[config.mk]
export PLATFORM = sky130hd
export DESIGN_NAME = mem_arbiter_flat
export DESIGN_NICKNAME = d
export VERILOG_FILES = /design/src/rtl/mem_arbiter_pkg.sv /design/src/rtl/mem_arbiter_if.sv /design/src/rtl/mem_arbiter_rr_pick2.sv /design/src/rtl/mem_arbiter.sv /design/src/flat_wrapper.sv
export SDC_FILE = /design/constraint.sdc
export NUM_CORES = 1
export LEC_CHECK = 0
export ABC_AREA = 0
export CORE_ASPECT_RATIO = 1.5
export CORE_MARGIN = 1.5
export CORE_UTILIZATION = 40
export CTS_CLUSTER_SIZE = 20
export DETAILED_ROUTE_END_ITERATION = 7
export PLACE_DENSITY = 0.72
export SLEW_MARGIN = 20
export SYNTH_ARGS = -nofsm -noshare
export SYNTH_HDL_FRONTEND = slang
export SYNTH_SLANG_ARGS = --single-unit
[constraint.sdc]
create_clock -name clk -period 12.55 [get_ports clk]
set_input_delay 3.765 -clock clk [delete_from_list [all_inputs] [get_ports clk]]
set_output_delay 3.765 -clock clk [all_outputs]
set_load 0.02 [all_outputs]
[src/rtl/mem_arbiter_pkg.sv]
// mem_arbiter_pkg: shared widths, timeout default, sequencer state
// and owner encoding for the memory port arbiter.
package mem_arbiter_pkg;

    localparam int PADDR       = 18;
    localparam int WORD        = 36;
    localparam int MEM_TIMEOUT = 15;

    typedef enum logic [1:0] {
        ST_IDLE  = 2'd0,
        ST_ISSUE = 2'd1,
        ST_BUSY  = 2'd2,
        ST_DONE  = 2'd3
    } state_t;

    typedef enum logic {
        OWN_CPU = 1'b0,
        OWN_DMA = 1'b1
    } owner_t;

endpackage

[src/rtl/mem_arbiter_if.sv]
// mem_arbiter_if: one requester port of the memory arbiter.
// master = requester (CPU or DMA), slave = arbiter.
interface mem_arbiter_if;
    import mem_arbiter_pkg::*;

    logic             req;
    logic             write;
    logic [PADDR-1:0] addr;
    logic [WORD-1:0]  wdata;
    logic [WORD-1:0]  rdata;
    logic             ack;
    logic             nxm;

    modport master (
        output req, write, addr, wdata,
        input  rdata, ack, nxm
    );

    modport slave (
        input  req, write, addr, wdata,
        output rdata, ack, nxm
    );

endinterface

[src/rtl/mem_arbiter_rr_pick2.sv]
// rr_pick2: combinational two-way round-robin picker.
// grant is the winning port index; on contention the port not in last wins.
module rr_pick2 (
    input  logic [1:0] req,
    input  logic       last,
    output logic       grant,
    output logic       valid
);

    // Choose a winner among the active requests
    always_comb begin
        grant = 1'b0;
        valid = |req;
        unique case (1'b1)
            (req == 2'b11): grant = ~last;
            (req == 2'b10): grant = 1'b1;
            default:        grant = 1'b0;
        endcase
    end

endmodule

[src/rtl/mem_arbiter.sv]
// mem_arbiter: shares one memory port between CPU and DMA, issuing one-cycle
// strobes, returning data/ack to the winner and flagging NXM on timeout.
module mem_arbiter
    import mem_arbiter_pkg::*;
#(
    parameter int TIMEOUT = MEM_TIMEOUT
) (
    input  logic             clk,
    input  logic             reset,
    mem_arbiter_if.slave     cpu,
    mem_arbiter_if.slave     dma,
    output logic [PADDR-1:0] mem_addr,
    output logic [WORD-1:0]  mem_write_data,
    output logic             mem_read,
    output logic             mem_write,
    input  logic [WORD-1:0]  mem_read_data,
    input  logic             read_ack,
    input  logic             write_ack
);

    localparam logic [7:0] TO_LAST = 8'(TIMEOUT - 1);
    localparam logic [7:0] CNT_MAX = 8'hFF;

    state_t           r_state, w_state;
    owner_t           r_owner, w_owner;
    logic             r_last, w_last;
    logic             r_write, w_write;
    logic [PADDR-1:0] r_addr, w_addr;
    logic [WORD-1:0]  r_wdata, w_wdata;
    logic [7:0]       r_cnt, w_cnt;
    logic             r_mem_read, w_mem_read;
    logic             r_mem_write, w_mem_write;
    logic             r_cpu_ack, w_cpu_ack;
    logic             r_cpu_nxm, w_cpu_nxm;
    logic [WORD-1:0]  r_cpu_rdata, w_cpu_rdata;
    logic             r_dma_ack, w_dma_ack;
    logic             r_dma_nxm, w_dma_nxm;
    logic [WORD-1:0]  r_dma_rdata, w_dma_rdata;

    logic             w_pick;
    logic             w_valid;
    logic             w_hit;
    logic             w_fin;
    logic             w_tmo;
    logic [WORD-1:0]  w_res;

    rr_pick2 u_pick (
        .req   ({dma.req, cpu.req}),
        .last  (r_last),
        .grant (w_pick),
        .valid (w_valid)
    );

    // Sequencer next state and next registered outputs
    always_comb begin
        w_state     = r_state;
        w_owner     = r_owner;
        w_last      = r_last;
        w_write     = r_write;
        w_addr      = r_addr;
        w_wdata     = r_wdata;
        w_cnt       = r_cnt;
        w_mem_read  = 1'b0;
        w_mem_write = 1'b0;
        w_cpu_ack   = 1'b0;
        w_cpu_nxm   = 1'b0;
        w_cpu_rdata = r_cpu_rdata;
        w_dma_ack   = 1'b0;
        w_dma_nxm   = 1'b0;
        w_dma_rdata = r_dma_rdata;
        w_fin       = 1'b0;
        w_tmo       = 1'b0;
        w_hit       = r_write ? write_ack : read_ack;
        unique case (r_state)
            ST_IDLE: begin
                if (w_valid) begin
                    w_owner     = owner_t'(w_pick);
                    w_last      = w_pick;
                    w_write     = w_pick ? dma.write : cpu.write;
                    w_addr      = w_pick ? dma.addr  : cpu.addr;
                    w_wdata     = w_pick ? dma.wdata : cpu.wdata;
                    w_mem_read  = ~w_write;
                    w_mem_write = w_write;
                    w_state     = ST_ISSUE;
                end
            end
            ST_ISSUE: begin
                w_cnt   = '0;
                w_state = ST_BUSY;
            end
            ST_BUSY: begin
                if (r_cnt != CNT_MAX) begin
                    w_cnt = r_cnt + 8'd1;
                end
                if (w_hit) begin
                    w_fin   = 1'b1;
                    w_state = ST_DONE;
                end else if (r_cnt >= TO_LAST) begin
                    w_fin   = 1'b1;
                    w_tmo   = 1'b1;
                    w_state = ST_DONE;
                end
            end
            ST_DONE: begin
                w_state = ST_IDLE;
            end
            default: begin
                w_state = ST_IDLE;
            end
        endcase
        w_res = w_tmo ? '0 : mem_read_data;
        if (w_fin && r_owner == OWN_CPU) begin
            w_cpu_ack = 1'b1;
            w_cpu_nxm = w_tmo;
            if (w_tmo || !r_write) begin
                w_cpu_rdata = w_res;
            end
        end
        if (w_fin && r_owner == OWN_DMA) begin
            w_dma_ack = 1'b1;
            w_dma_nxm = w_tmo;
            if (w_tmo || !r_write) begin
                w_dma_rdata = w_res;
            end
        end
    end

    // State and output registers; reset aborts any transaction silently
    always_ff @(posedge clk or posedge reset) begin
        if (reset) begin
            r_state     <= ST_IDLE;
            r_owner     <= OWN_CPU;
            r_last      <= 1'b1;
            r_write     <= 1'b0;
            r_addr      <= '0;
            r_wdata     <= '0;
            r_cnt       <= '0;
            r_mem_read  <= 1'b0;
            r_mem_write <= 1'b0;
            r_cpu_ack   <= 1'b0;
            r_cpu_nxm   <= 1'b0;
            r_cpu_rdata <= '0;
            r_dma_ack   <= 1'b0;
            r_dma_nxm   <= 1'b0;
            r_dma_rdata <= '0;
        end else begin
            r_state     <= w_state;
            r_owner     <= w_owner;
            r_last      <= w_last;
            r_write     <= w_write;
            r_addr      <= w_addr;
            r_wdata     <= w_wdata;
            r_cnt       <= w_cnt;
            r_mem_read  <= w_mem_read;
            r_mem_write <= w_mem_write;
            r_cpu_ack   <= w_cpu_ack;
            r_cpu_nxm   <= w_cpu_nxm;
            r_cpu_rdata <= w_cpu_rdata;
            r_dma_ack   <= w_dma_ack;
            r_dma_nxm   <= w_dma_nxm;
            r_dma_rdata <= w_dma_rdata;
        end
    end

    assign mem_addr       = r_addr;
    assign mem_write_data = r_wdata;
    assign mem_read       = r_mem_read;
    assign mem_write      = r_mem_write;
    assign cpu.ack        = r_cpu_ack;
    assign cpu.nxm        = r_cpu_nxm;
    assign cpu.rdata      = r_cpu_rdata;
    assign dma.ack        = r_dma_ack;
    assign dma.nxm        = r_dma_nxm;
    assign dma.rdata      = r_dma_rdata;

endmodule
[src/flat_wrapper.sv]
// flat-port wrapper written by rule: the top's interface ports become plain ports
module mem_arbiter_flat import mem_arbiter_pkg::*;
#(
    parameter int TIMEOUT = MEM_TIMEOUT
)
  (clk, reset, mem_addr, mem_write_data, mem_read, mem_write, mem_read_data, read_ack, write_ack, cpu_req, cpu_write, cpu_addr, cpu_wdata, cpu_rdata, cpu_ack, cpu_nxm, dma_req, dma_write, dma_addr, dma_wdata, dma_rdata, dma_ack, dma_nxm);
  mem_arbiter_if cpu_i ();
  mem_arbiter_if dma_i ();
  input  logic clk;
  input  logic reset;
  output logic [PADDR-1:0] mem_addr;
  output logic [WORD-1:0] mem_write_data;
  output logic mem_read;
  output logic mem_write;
  input  logic [WORD-1:0] mem_read_data;
  input  logic read_ack;
  input  logic write_ack;
  input wire logic [$bits(cpu_i.req)-1:0] cpu_req;
  input wire logic [$bits(cpu_i.write)-1:0] cpu_write;
  input wire logic [$bits(cpu_i.addr)-1:0] cpu_addr;
  input wire logic [$bits(cpu_i.wdata)-1:0] cpu_wdata;
  output wire logic [$bits(cpu_i.rdata)-1:0] cpu_rdata;
  output wire logic [$bits(cpu_i.ack)-1:0] cpu_ack;
  output wire logic [$bits(cpu_i.nxm)-1:0] cpu_nxm;
  input wire logic [$bits(dma_i.req)-1:0] dma_req;
  input wire logic [$bits(dma_i.write)-1:0] dma_write;
  input wire logic [$bits(dma_i.addr)-1:0] dma_addr;
  input wire logic [$bits(dma_i.wdata)-1:0] dma_wdata;
  output wire logic [$bits(dma_i.rdata)-1:0] dma_rdata;
  output wire logic [$bits(dma_i.ack)-1:0] dma_ack;
  output wire logic [$bits(dma_i.nxm)-1:0] dma_nxm;
  assign cpu_i.req = cpu_req;
  assign cpu_i.write = cpu_write;
  assign cpu_i.addr = cpu_addr;
  assign cpu_i.wdata = cpu_wdata;
  assign cpu_rdata = cpu_i.rdata;
  assign cpu_ack = cpu_i.ack;
  assign cpu_nxm = cpu_i.nxm;
  assign dma_i.req = dma_req;
  assign dma_i.write = dma_write;
  assign dma_i.addr = dma_addr;
  assign dma_i.wdata = dma_wdata;
  assign dma_rdata = dma_i.rdata;
  assign dma_ack = dma_i.ack;
  assign dma_nxm = dma_i.nxm;
  mem_arbiter #(.TIMEOUT(TIMEOUT)) u_core (.clk(clk), .reset(reset), .cpu(cpu_i), .dma(dma_i), .mem_addr(mem_addr), .mem_write_data(mem_write_data), .mem_read(mem_read), .mem_write(mem_write), .mem_read_data(mem_read_data), .read_ack(read_ack), .write_ack(write_ack));
endmodule
**Word level (Yosys, flattened, before mapping)**

Index checks and enable logic that the tools add are counted.

- Input port bits: 152
- Output and inout port bits: 132
- Bits in registers: 145

- $add $sub $neg: 1
- Mux-type cells: 25
- Magnitude comparators: 1
- Bitwise operators: 3
- Equality and inequality tests: 9
- Reductions and logical operators: 12

Operators by type and width:

| operator | count |
|---|---|
| $mux 36 | 2 |
| $mux 18 | 1 |
| $pmux 8 s2 | 1 |
| $mux 1 | 15 |
| $reduce_and 2->1 | 5 |
| $add 8x1->8 const B | 1 |
| $eq 2x2->1 const B | 4 |
| $ge 8x4->1 const B | 1 |
| $mux 8 | 1 |
| $ne 8x8->1 const B | 1 |
| $pmux 2 s4 | 1 |
| $mux 2 | 3 |
| $ne 3x1->1 const B | 1 |
| $not 1->1 | 3 |
| $eq 2x1->1 const B | 1 |
| $logic_and 1x1->1 | 2 |
| $logic_not 2->1 | 1 |
| $ne 2x1->1 const B | 1 |
| $ne 2x2->1 const B | 1 |
| $pmux 1 s2 | 1 |
| $reduce_bool 2->1 | 1 |
| $reduce_or 2->1 | 1 |
| $logic_not 1->1 | 1 |
| $logic_or 1x1->1 | 1 |

**Longest topological paths before layout**

Gate-level depths: netlist of run 1.

- Depth in word-level cells: 6
- Gate-level depth with buffers: 7
- Gate-level depth less buffers: 5

**By module**

From an unflattened synthesis of run 1, not the netlist that was laid out.

- Cell total of the unflattened synthesis: 632
- Area, all modules: 6211.0 um^2

Modules (own cells, without submodules):

| module | area each (um^2) | sequential area each (um^2) | instances | cells each |
|---|---|---|---|---|
| mem_arbiter | 6197.2 | 3629.7 | 1 | 630 |
| rr_pick2 | 13.8 | 0.0 | 1 | 2 |

**Least setup slack after synthesis of run 1**

Ideal clock, no wire load.

- Path kind: input port to flip-flop
- Start: input port write_ack
- End: register u_core.r_state[0]
- Arrival: 4.816 ns
- Setup slack: 7.610 ns
- Buffers on the path: 1
- Cell stages on the path: 4
- Path through: mux2_2 > or3_1 > buf_6 > o31a_1

- Longest elaborated chain between the ends: 3
- Elaborated cells between the ends (all ways): 5
- Classes of those cells: eq/ne (1); mux (3); reduce/logical (1)

RTL lines:

| item | line | RTL |
|---|---|---|
| from (decl) | flat_wrapper.sv:17 | `input logic write_ack;` |
| $mux 1 (*) | mem_arbiter.sv:73 | `w_hit = r_write ? write_ack : read_ack;` |
| $mux 2 or $ne 3x1->1 (tied branches) | - |  |
| $pmux 2 s4 or $reduce_and 2->1 (tied branches) | - |  |
| to (signal assigned) | mem_arbiter.sv:147 | `r_state <= w_state;` |
| to (decl) | mem_arbiter.sv:24 | `state_t r_state, w_state;` |

Every way passes the cells marked *; elsewhere a longest branch is shown, timed or not.
A chain may end at the register's enable or synchronous reset.

**Worst setup path after layout of run 1**

- Start: input port dma_req
- End: register u_core.r_write

- Longest elaborated chain between the ends: 3
- Elaborated cells between the ends (all ways): 6
- Classes of those cells: eq/ne (2); mux (2); reduce/logical (2)

RTL lines:

| item | line | RTL |
|---|---|---|
| from (decl) | flat_wrapper.sv:25 | `input wire logic [$bits(dma_i.req)-1:0] dma_req;` |
| $eq 2x2->1, on equally long branches | mem_arbiter_rr_pick2.sv:16, mem_arbiter_rr_pick2.sv:15 |  |
| $pmux 1 s2 | mem_arbiter_rr_pick2.sv:14 | `unique case (1'b1)` |
| $mux 1 | mem_arbiter.sv:79 | `w_write = w_pick ? dma.write : cpu.write;` |
| to (signal assigned) | mem_arbiter.sv:150 | `r_write <= w_write;` |
| to (decl) | mem_arbiter.sv:27 | `logic r_write, w_write;` |

Parallel ways exist; a longest one is shown, timed or not.

==> results of run 1 <==
## path summary, 6_finish.rpt
check | startpoint | to | slack [ns] | cells past startpoint
worst max-delay path | dma_req | u_core.r_write | 6.80 | 5
worst min-delay path | u_core.mem_addr[11] | u_core.mem_addr[11] | 0.48 | 2
worst max register to register | u_core.r_state[0] | u_core.cpu.rdata[33] | 10.03 | 6
worst min register to register | u_core.mem_addr[11] | u_core.mem_addr[11] | 0.48 | 2
max in group asynchronous | reset | u_core.dma.rdata[18] | 7.35 | 3
min in group asynchronous | reset | u_core.dma.rdata[1] | 3.86 | 2
## metal layers
layer / wire, µm / part of all wire (%) / GRT usage [%]
met1: 8370 / 39 / 28.4
met2: 10800 / 51 / 38.7
met3: 1730 / 8.1 / 7.30
met4: 372 / 1.7 / 7.93
met5: 0 / 0 / 0
## critical path: stages
cell,delay (ns)
clkdlybuf4s50_1,0.58
a21boi_4,0.46
buf_4,0.70
mux2i_1,0.35
mux2i_1,0.10
## Yosys cell counts (2+ instances only)
library cell	count	share of area, %
dfrtp_1	144	52
and3b_1	2	0.25
ha_1	5	0.89
o211a_1	2	0.29
nand3_1	2	0.14
mux2i_1	58	8.3
nor3_1	7	0.50
nand2_1	58	3.1
nor4_1	2	0.18
a21oi_1	81	5.8
o21ai_0	55	3.9
a31oi_1	75	6.7
buf_8	7	1.5
and4_1	3	0.38
a211oi_1	2	0.21
inv_1	9	0.48
buf_2	5	0.36
nand4_1	4	0.36
a2111oi_0	70	8.8
nor3b_1	2	0.21
nor2_1	3	0.16
and2_1	2	0.18
nand2b_1	2	0.18
clkbuf_1	59	3.2
nor2b_1	2	0.18
## area by class of cell
cell class	instances	area share, %
clock buffer	18	4.19
clock inverter	13	1.88
inverter	10	0.406
multi-input combinational	451	28.6
sequential	145	34.7
tap	213	2.54
timing repair buffer	292	27.7
## flip-flops by register name, summed over array words and instances (netlist names), 2 cells and up
register and cells:
u_core.r_state 2, u_core.cpu.rdata 36, u_core.mem_addr 18, u_core.mem_write_data 36, u_core.dma.rdata 36, u_core.r_cnt 8
## power groups by stage
stage	logic, W	clock network, W	registers [W]
6_report	0.00128	0.000553	0.000792
2_1_floorplan	0.000500	0	0.00101
5_1_grt	0.00138	0.000587	0.000819
3_5_place_dp	0.00128	0	0.000800
3_3_place_gp	0.00127	0	0.000794
4_1_cts	0.00129	0.000563	0.000794
## kinds of logic (layout without fill, tap and decap cells)
group | count (synthesis) | count (layout) | share of synthesized area [%]
buffers and inverters | 83 | 333 | 5.78
multiplexers | 59 | 59 | 8.46
AND/OR/NAND/NOR | 95 | 95 | 6.51
flip-flops | 145 | 145 | 51.9
AO/OA/AOI/OAI | 292 | 292 | 26.5
adder cells (fa/ha/maj) | 5 | 5 | 0.894
## per-stage QoR
stage	cells	hold WS (ns)	total power (W)
floorplan	679	0.502	0.00151
global placement	1111	0.461	0.00207
detailed placement	1111	0.469	0.00208
CTS	1142	0.483	0.00264
global route	1142	0.502	0.00279
finish	1142	0.476	0.00262
==> impl_metrics.json, run 1 <==
{
  "final_cell_mix": "clkdlybuf4s50_1 (283), dfrtp_1 (144), a21oi_1 (81), a31oi_1 (75), a2111oi_0 (70)",
  "nets": 1074,
  "place.gp.congestion": 0.789,
  "postSynth.asyncResetShare_pct": 100,
  "grtUsageTotal_pct": 23.2,
  "antenna_found_initial": 0,
  "synth_edf_count": 0,
  "dr_total_vias": 6518,
  "cts_tree": "built",
  "period_needed_ns": 5.75,
  "ys_warn_count": 0,
  "worst_slack_ns": 6.80,
  "pre_cts_slack_ns": 6.38,
  "rows": 59,
  "die-area_um2": 18300,
  "max-slew-margin-rel_pct": 39.6,
  "switching_share_pct": 40.8,
  "htree_num_levels": 4,
  "hold_viol": 0,
  "seq_area_frac_synth_pct": 51.9,
  "clock_latency_ns": 0.42,
  "seq_power_share_pct": 30.2,
  "cts_made_buffers": 17,
  "holdBufCountCts": 0,
  "syn_nets": 836,
  "crit_type": "in -> reg",
  "clockRootBuffer": "clkbuf_16",
  "start_util_pct": 40.7,
  "overflow": 0,
  "netlist_area_um2": 6990,
  "core-area_um2": 17200,
  "layout_commonest_cell": "clkdlybuf4s50_1",
  "tightest_slew_ns": 0.905,
  "first_pass_iters": 4,
  "syn2layout_area_growth_pct": 49.7,
  "die_height_um": 165,
  "worstPathArrival_ns": 6.01,
  "cp-start-kind": "input pin",
  "tns_ns": 0,
  "p_int_w": 0.00155,
  "grt_setup_unrepaired": "no",
  "die_w_um": 111,
  "avgRoutedWirePerCell_um": 18.6,
  "io_pins": 284,
  "outcome": "complete, no violations",
  "grt_pass1_wl_um": 34000,
  "p_comb_share_pct": 48.7,
  "power_leakage_nw": 4.24,
  "switchingPower_w": 0.00107,
  "clockBufferDepth": 2,
  "dpl_cell_area_um2": 9830,
  "cts_sinks": 145,
  "drv_slew": 0,
  "setup_violations": 0,
  "crit_fanout": 46,
  "syn-instance-count": 679,
  "ff_latch_area_um2": 3630,
  "ir_worst_vdd_v": 0.000115,
  "drv_cap": 0,
  "fin_skew_ns": 0.0139,
  "grt_max_degree": 88,
  "clkTransAtPathRegs_ns": 0.06,
  "postSynthAreaPerCell_um2": 10.3,
  "ctsResizeCount": 0,
  "dpl.hpwl_um": 13900,
  "fmax_ghz": 0.174,
  "cts_setup_buffers": 0,
  "fin_util_pct": 60.9,
  "p_per_area_nw_per_um2": 250,
  "viasPerCell": 5.71,
  "fin_area_um2": 10500,
  "numPortBuffers": 283,
  "synth_ff_type": "dfrtp_1",
  "drc": 0,
  "first_global_vias": 6361,
  "dr.first_iter.drc_count": 397,
  "ys_ff_latch": 145,
  "min_period_over_period_pct": 45.8,
  "clkPwrFrac_pct": 21.1,
  "multi_input_area_um2": 3000,
  "num_antenna_cells": 0,
  "hold_path.class": "reg -> reg",
  "synthDistinctLibCells": 43,
  "routed_wl_um": 21300,
  "cp.required_ns": 12.81,
  "filler_cell_count": 1443,
  "drive_gt1_share_pct": 5.81,
  "cp-end-kind": "flip-flop",
  "antenna_left": 0
}
(Power assumes the default switching activity.)
==> run 2, diff against run 1 <==
- CORE_UTILIZATION: 40 -> 39
- PLACE_DENSITY: 0.72 -> 0.73
- clock period: 12.55 -> 4.8 ns (I/O delays scaled with it)
==> run 2 against run 1 <==
  * The flow now finishes with violations (design-rule violations)
  * Power grew to 2.6 times the previous value
  * Setup slack lost 5.1 ns
  * Combinational power grew to 2.6 times the previous value
  * Non-clock buffer count grew 4
  * Critical path type unchanged
  * Critical path depth is the same
  * Critical endpoint is now u_core.r_state[0]
  * Routed wire length grew 0.37%
  * Largest power group unchanged
  * Register-to-register slack lost 7.6 ns
  * Clock skew shrank 0.0044 ns
==> impl_metrics.json, run 2 (synthesis results as in run 1) <==
{
  "antenna_found_initial": 0,
  "crit_type": "in -> reg",
  "dr.first_iter.drc_count": 519,
  "cts_sinks": 145,
  "viasPerCell": 5.74,
  "tightest_slew_ns": 0.902,
  "holdBufCountCts": 0,
  "core-area_um2": 17400,
  "drive_gt1_share_pct": 6.10,
  "layout_commonest_cell": "clkdlybuf4s50_1",
  "worstPathArrival_ns": 3.42,
  "die_height_um": 167,
  "htree_num_levels": 4,
  "cts_tree": "built",
  "dr_total_vias": 6588,
  "met2_length_um": 11200,
  "hold_path.class": "reg -> reg",
  "grt_setup_unrepaired": "no",
  "io_pins": 284,
  "overflow": 0,
  "setup_violations": 0,
  "path_cells": "clkdlybuf4s50_1 -> mux2_2 -> or3_2 -> buf_4 -> o31a_1",
  "grt_max_degree": 146,
  "violations": "design-rule violations",
  "die_w_um": 112,
  "cts_setup_buffers": 0,
  "die-area_um2": 18800,
  "place.gp.congestion": 0.786,
  "drv_slew": 0,
  "routed_wl_um": 21400,
  "ctsResizeCount": 0,
  "syn2layout_area_growth_pct": 50.4,
  "critPathBufInv": 2,
  "nets": 1078,
  "clockBufferDepth": 2,
  "rows": 59,
  "max-slew-margin-rel_pct": 39.9,
  "num_antenna_cells": 0,
  "clkTransAtPathRegs_ns": 0.06,
  "cp.required_ns": 5.10,
  "clock_latency_ns": 0.42,
  "fmax_ghz": 0.320,
  "filler_cell_count": 1496,
  "p_per_area_nw_per_um2": 649,
  "drc": 10,
  "outcome": "finished, violations left",
  "avgRoutedWirePerCell_um": 18.6,
  "max_stage_delay_ns": 0.48,
  "period_needed_ns": 3.12,
  "drv_cap": 0,
  "wl_met3_um": 1670,
  "numPortBuffers": 283,
  "hold_ws_ns": 0.477,
  "antenna_left": 0,
  "crit_fanout": 73,
  "finalPower_w": 0.00682,
  "grtUsageTotal_pct": 23.1,
  "start_util_pct": 40.1,
  "fin_skew_ns": 0.00951,
  "wl_met1_um": 8000,
  "cp-end-kind": "flip-flop",
  "cpMaxStageDelayCell": "clkdlybuf4s50_1",
  "clockRootBuffer": "clkbuf_16",
  "cp-start-kind": "input pin",
  "ir_worst_vdd_v": 0.000547,
  "first_global_vias": 6543,
  "hold_viol": 0,
  "dpl.hpwl_um": 14200,
  "first_pass_iters": 8,
  "top_layer": "met4",
  "power_leakage_nw": 4.25,
  "grt_pass1_wl_um": 34500,
  "min_period_over_period_pct": 65.0,
  "tns_ns": 0,
  "cts_made_buffers": 17,
  "crit_family": "buffers and inverters",
  "final_cell_mix": "clkdlybuf4s50_1 (283), dfrtp_1 (144), a21oi_1 (81), a31oi_1 (75), a2111oi_0 (70)"
}
==> run 2: cell count changes in the layout (fill, tap and decap cells not counted) <==
cell,before,now
inv_6,7,1
clkinv_4,0,4
buf_12,0,3
clkbuf_1,0,3
clkinvlp_4,1,3
and3b_2,0,1
and3b_4,1,0
buf_4,9,10
clkbuf_8,1,0
inv_1,8,7
inv_2,0,1
inv_8,1,0
==> run 2: worst register-to-register path, stage by stage (launching register included) <==
cell	delay, ns
dfrtp_1	0.83
and3b_2	0.83
buf_4	0.36
a2111oi_0	0.12
a21oi_1	0.20
==> run 2: layout make-up <==
class,instances,area (µm²),share of cell area [%]
Tap cell,213,267,2.53
Sequential cell,145,3630,34.5
Multi-Input combinational cell,451,3000,28.5
Inverter,10,41.3,0.392
Timing Repair Buffer,296,2970,28.2
Clock buffer,20,437,4.15
Clock inverter,12,184,1.75
==> run 2: where the power goes <==
part           internal, W  leakage, nW  switching [W]  total, W
sequential         0.00175         1.85       0.000355   0.00211
combinational      0.00142         2.11        0.00190   0.00332
clock             0.000873        0.295       0.000519   0.00139
==> run 2: path summary, 6_finish.rpt <==
check / slack, ns / from / cells past startpoint / endpoint
worst max-delay path: 1.68 / read_ack / 5 / u_core.r_state[0]
worst min-delay path: 0.48 / u_core.mem_addr[17] / 2 / u_core.mem_addr[17]
worst max register to register: 2.39 / u_core.r_owner / 4 / u_core.dma.rdata[26]
worst min register to register: 0.48 / u_core.mem_addr[17] / 2 / u_core.mem_addr[17]
max in group asynchronous: 2.60 / reset / 3 / u_core.cpu.rdata[21]
min in group asynchronous: 1.56 / reset / 3 / u_core.mem_addr[0]
==> run 2: layer usage <==
layer	up-vias	global-route usage, %
met5	-	0
met4	0	8.09
met3	25	7.24
met2	289	39.4
met1	3185	27.3
li1	3089	-
==> run 2: through the flow <==
step,cells,instance area [µm²],setup WS (ns),util [%]
floorplan,679,7000,1.54,-
global placement,1115,9900,1.27,56.8
detailed placement,1115,9900,1.24,56.8
CTS,1147,10500,1.68,60.4
global route,1147,10500,1.50,60.4
finish,1147,10500,1.68,60.4
